[src/rtl/ex_mem_skid_stage.sv]
// ex_mem_skid_stage: EX->MEM pipeline register, skid buffer enabled by EX_MEM_SKID_EN
// Without EX_MEM_SKID_EN the stage is one register with a combinational in_ready.
module ex_mem_skid_stage #(
    parameter int AW = 5,
    parameter int DW = 32
) (
    input  logic          clk,
    input  logic          rst,
    input  logic          flush,
    input  logic          in_valid,
    output logic          in_ready,
    input  logic [AW-1:0] in_waddr,
    input  logic          in_wen,
    input  logic [DW-1:0] in_alures,
    output logic          out_valid,
    input  logic          out_ready,
    output logic [AW-1:0] out_waddr,
    output logic          out_wen,
    output logic [DW-1:0] out_alures,
    output logic [1:0]    occ
);
    logic          main_valid_q, main_valid_d;
    logic [AW-1:0] main_waddr_q, main_waddr_d;
    logic          main_wen_q, main_wen_d;
    logic [DW-1:0] main_alures_q, main_alures_d;
    logic          acc, drain;

    // a beat offered during flush is discarded, so it never counts as accepted
    assign acc        = in_valid && in_ready && !flush;
    assign drain      = main_valid_q && out_ready;
    assign out_valid  = main_valid_q;
    assign out_waddr  = main_waddr_q;
    assign out_wen    = main_wen_q && main_valid_q;
    assign out_alures = main_alures_q;

`ifdef EX_MEM_SKID_EN
    logic          skid_valid_q, skid_valid_d;
    logic [AW-1:0] skid_waddr_q, skid_waddr_d;
    logic          skid_wen_q, skid_wen_d;
    logic [DW-1:0] skid_alures_q, skid_alures_d;

    assign in_ready = !skid_valid_q;
    assign occ      = {1'b0, main_valid_q} + {1'b0, skid_valid_q};

    always_comb begin
        main_valid_d  = main_valid_q;
        main_waddr_d  = main_waddr_q;
        main_wen_d    = main_wen_q;
        main_alures_d = main_alures_q;
        skid_valid_d  = skid_valid_q;
        skid_waddr_d  = skid_waddr_q;
        skid_wen_d    = skid_wen_q;
        skid_alures_d = skid_alures_q;
        if (flush) begin
            main_valid_d = 1'b0;
            skid_valid_d = 1'b0;
        end else if (drain && skid_valid_q) begin
            main_waddr_d  = skid_waddr_q;
            main_wen_d    = skid_wen_q;
            main_alures_d = skid_alures_q;
            skid_valid_d  = 1'b0;
        end else if (acc && (!main_valid_q || drain)) begin
            main_valid_d  = 1'b1;
            main_waddr_d  = in_waddr;
            main_wen_d    = in_wen;
            main_alures_d = in_alures;
        end else if (acc) begin
            skid_valid_d  = 1'b1;
            skid_waddr_d  = in_waddr;
            skid_wen_d    = in_wen;
            skid_alures_d = in_alures;
        end else if (drain) begin
            main_valid_d = 1'b0;
        end
    end

    always_ff @(posedge clk) begin
        if (rst) begin
            skid_valid_q  <= 1'b0;
            skid_waddr_q  <= '0;
            skid_wen_q    <= 1'b0;
            skid_alures_q <= '0;
        end else begin
            skid_valid_q  <= skid_valid_d;
            skid_waddr_q  <= skid_waddr_d;
            skid_wen_q    <= skid_wen_d;
            skid_alures_q <= skid_alures_d;
        end
    end
`else
    assign in_ready = !main_valid_q || out_ready;
    assign occ      = {1'b0, main_valid_q};

    always_comb begin
        main_valid_d  = flush ? 1'b0 : acc ? 1'b1 : drain ? 1'b0 : main_valid_q;
        main_waddr_d  = acc ? in_waddr : main_waddr_q;
        main_wen_d    = acc ? in_wen : main_wen_q;
        main_alures_d = acc ? in_alures : main_alures_q;
    end
`endif

    always_ff @(posedge clk) begin
        if (rst) begin
            main_valid_q  <= 1'b0;
            main_waddr_q  <= '0;
            main_wen_q    <= 1'b0;
            main_alures_q <= '0;
        end else begin
            main_valid_q  <= main_valid_d;
            main_waddr_q  <= main_waddr_d;
            main_wen_q    <= main_wen_d;
            main_alures_q <= main_alures_d;
        end
    end
endmodule

[config.mk]
export PLATFORM = sky130hd
export DESIGN_NAME = ex_mem_skid_stage
export DESIGN_NICKNAME = d
export VERILOG_FILES = /design/src/rtl/ex_mem_skid_stage.sv
export SDC_FILE = /design/constraint.sdc
export NUM_CORES = 1
export LEC_CHECK = 0
export ABC_AREA = 0
export BUFFER_PORTS_ARGS = -buffer_cell sky130_fd_sc_hd__buf_2
export CAP_MARGIN = 15
export CORE_ASPECT_RATIO = 1.5
export CORE_MARGIN = 1.5
export CORE_UTILIZATION = 46
export DETAILED_ROUTE_END_ITERATION = 10
export GPL_ROUTABILITY_DRIVEN = 1
export PLACE_DENSITY = 0.85
export REMOVE_ABC_BUFFERS = 1
export SLEW_MARGIN = 20
export SYNTH_ARGS = -nofsm -noshare
export SYNTH_HDL_FRONTEND = slang
export SYNTH_SLANG_ARGS = --single-unit
[constraint.sdc]
create_clock -name clk -period 1.6 [get_ports clk]
set_clock_uncertainty 0.05 [all_clocks]
set_input_delay 0.08 -clock clk [delete_from_list [all_inputs] [get_ports clk]]
set_output_delay 0.08 -clock clk [all_outputs]
set_load 0.01 [all_outputs]
==> metrics.md <==
| Metric | Value |
|---|---|
| Synthesized area | `1790 um^2` |
| Top cell type's share of synthesized area | `43.6%` |
| CP startpoint | `flush` |
| GRT overflow | `0` |
| Min Hold Slack | `-0.00314 ns` |
| CP Cell Sequence | `dlygate4sd3_1 > buf_2 > nor3b_4 > buf_12 > mux2i_1` |
| Global-route wire length before repair | `5660 um` |
| Initial antenna violation count | `0` |
| Fraction of layout instances using a drive strength above 1 | `33.8%` |
| Worst vdd ir | `0.000738 V` |
| Dpl ws | `0.284 ns` |
| Overall power | `0.00217 W` |
| Die Y | `79.4 um` |
| Initial Util | `48.6%` |
| Via density per instance | `4.64` |
| CTS Sinks | `39` |
| Req. time, crit path | `1.76 ns` |
| Non-filler instance count after layout | `318` |
| Clock Path Buffers | `2` |
| Post-layout min period | `1.36 ns` |
| Tcrit/Tclk final | `85.0%` |
| Vias in the first global route | `1365` |
| Router iterations before antenna repair | `4` |
| Postcts setup bufs | `0` |
| I/O Pins | `85` |
| Unrepaired setup endpoints after global routing | `no` |
| Routed wire length | `3750 um` |
| Final setup viols | `0` |
| Register area share after synthesis | `43.6%` |
| Final Hold Fails | `1` |
| Total CTS buffers | `5` |
| CP Buf/Inv Count | `3` |
| Worst setup EP type | `register` |
| Leakage | `1.17 nW` |
| Reg clk slew, reported paths | `0.07 ns` |
| Yosys top cell by area | `dfxtp_1` |
| Worst EP arrival | `1.52 ns` |
| FMAX | `0.736 GHz` |
| Post-route DRC | `0` |
| Critical path type | `in -> reg` |
| FF+latch count, synth | `39` |
| Routed Antenna Nets | `0` |
| CP startpoint kind | `input pin` |
| Max FO, Critical Path | `38` |
| Post-Synthesis Cells | `174` |
| Status | `finished with violations` |
| Synth Warn # | `0` |
| Yosys cell types | `14` |
| CTS tree | `done` |
| Avg Inst Size Synth | `10.3 um^2` |
| Critical path's largest stage delay | `0.53 ns` |
| Die area | `4280 um^2` |
| Dpl cells | `288` |
| Max Cap Viol | `0` |
| Filler cells | `304` |
| Top Metal Used | `met4` |
| Setup ws final | `0.241 ns` |
| Worst R2R Start | `out_valid` |
| Antenna Cells | `0` |
| Htree depth | `2` |
| Drt wl/cell | `11.8 um` |
| Ranking of synthesized cells by area | `dfxtp_1 (44%), nand2b_1 (27%), mux2i_1 (21%)` |
| Critical path's slowest cell | `dlygate4sd3_1` |
| CTS Root Buffer Type | `clkbuf_8` |
| Failing checks | `hold timing` |
| Area Overhead vs Synth | `41.6%` |
| Die width | `53.9 um` |
| IO buf count | `83` |
| DR WL met3 | `177 um` |
| Met1 wire length | `1420 um` |
| Post-DP HPWL | `2470 um` |
| Final core utilization | `68.8%` |
| Routed via count | `1475` |
| Worst hold path class | `in -> reg` |
| Layout net count | `318` |
| All-Layer GR Usage | `18.2%` |
| Largest net degree at the start of global routing | `47` |
| Slew Limit Fails | `0` |
| Worst-Skew Late Latency | `0.29 ns` |
| # rows | `27` |
| RD Place Congestion | `0.699` |
| CP delay by family, top | `buffers and inverters` |
| Initial DRC count | `15` |
| Power Density | `856 nW/um^2` |
| Worst hold path startpoint | `in_alures[2]` |
| Met2 WL post-DR | `2090 um` |
| Core ar. | `3680 um^2` |
-- worst register-to-register path: stages, from the launching register on --
cell and delay [ns]:
dfxtp_1 0.32, nor2b_4 0.14, nor3b_4 0.20, buf_12 0.29, mux2i_1 0.25
-- synthesized netlist by cell type, drive strengths merged --
master and n:
and2 1, buf 6, clkbuf 8, conb 1, dfxtp 39, inv 1, mux2i 38, nand2b 76
nor2 1, nor2b 1, nor3 1, nor3b 1
-- worst paths after layout --
path | depth (start not counted) | end | slack [ns]
max reg2reg | 4 | out_alures[20] | 0.27
min | 3 | out_alures[2] | -0.003
max | 5 | out_alures[20] | 0.24
min reg2reg | 2 | out_alures[1] | 0.42
-- per-layer routing --
metal / GRT usage (%) / up-vias
met1: 18.1 / 671
li1: - / 752
met3: 5.62 / 7
met2: 32.3 / 45
met4: 8.72 / 0
met5: 0 / -
-- per-stage QoR --
step / setup TNS [ns] / instance area (um^2)
5_1_grt: 0 / 2530
3_5_place_dp: 0 / 2200
2_1_floorplan: -57.20 / 1690
3_3_place_gp: 0 / 2200
4_1_cts: 0 / 2480
6_report: 0 / 2530
-- what timing repair did --
action,4_1_cts,5_1_grt
endpoints found under the hold margin,18,5
gates resized for setup,0,0
hold buffers,18,5
-- cells in the final DEF, fill, tap and decap left out, drive strengths merged --
cell	count
buf	85
and2	1
conb	1
dlygate4sd3	23
dfxtp	39
nor2	1
mux2i	38
bufinv	1
nand2b	76
inv	1
clkbuf	6
nor3b	1
nor3	1
nor2b	1
-- flip-flops by register name, summed over array words and instances, names as in the netlist --
register and count:
out_alures 32, out_waddr 5, main_wen_q 1, out_valid 1
-- kinds of logic (layout without fill, tap and decap cells) --
group,count (synthesis),in the layout,share of synthesized area [%]
buffers and inverters,15,116,6.01
flip-flops,39,39,43.6
multiplexers,38,38,21.3
other,1,1,0.210
AND/OR/NAND/NOR,81,81,28.9
-- power breakdown --
part	internal (W)	switching, W
clock	0.000457	0.000320
combinational	0.000199	0.000145
sequential	0.00102	0.0000257
total	0.00168	0.000491
-- area by class of cell --
type                       instances  area [um^2]  area share (%)
tap                               43         53.8            2.12
sequential                        39          781            30.8
clock buffer                       6         72.6            2.86
timing repair buffer             108          686            27.1
clock inverter                     1         30.0            1.19
multi-input combinational        120          907            35.8
inverter                           1         3.75           0.148
(Power assumes the default switching activity.)
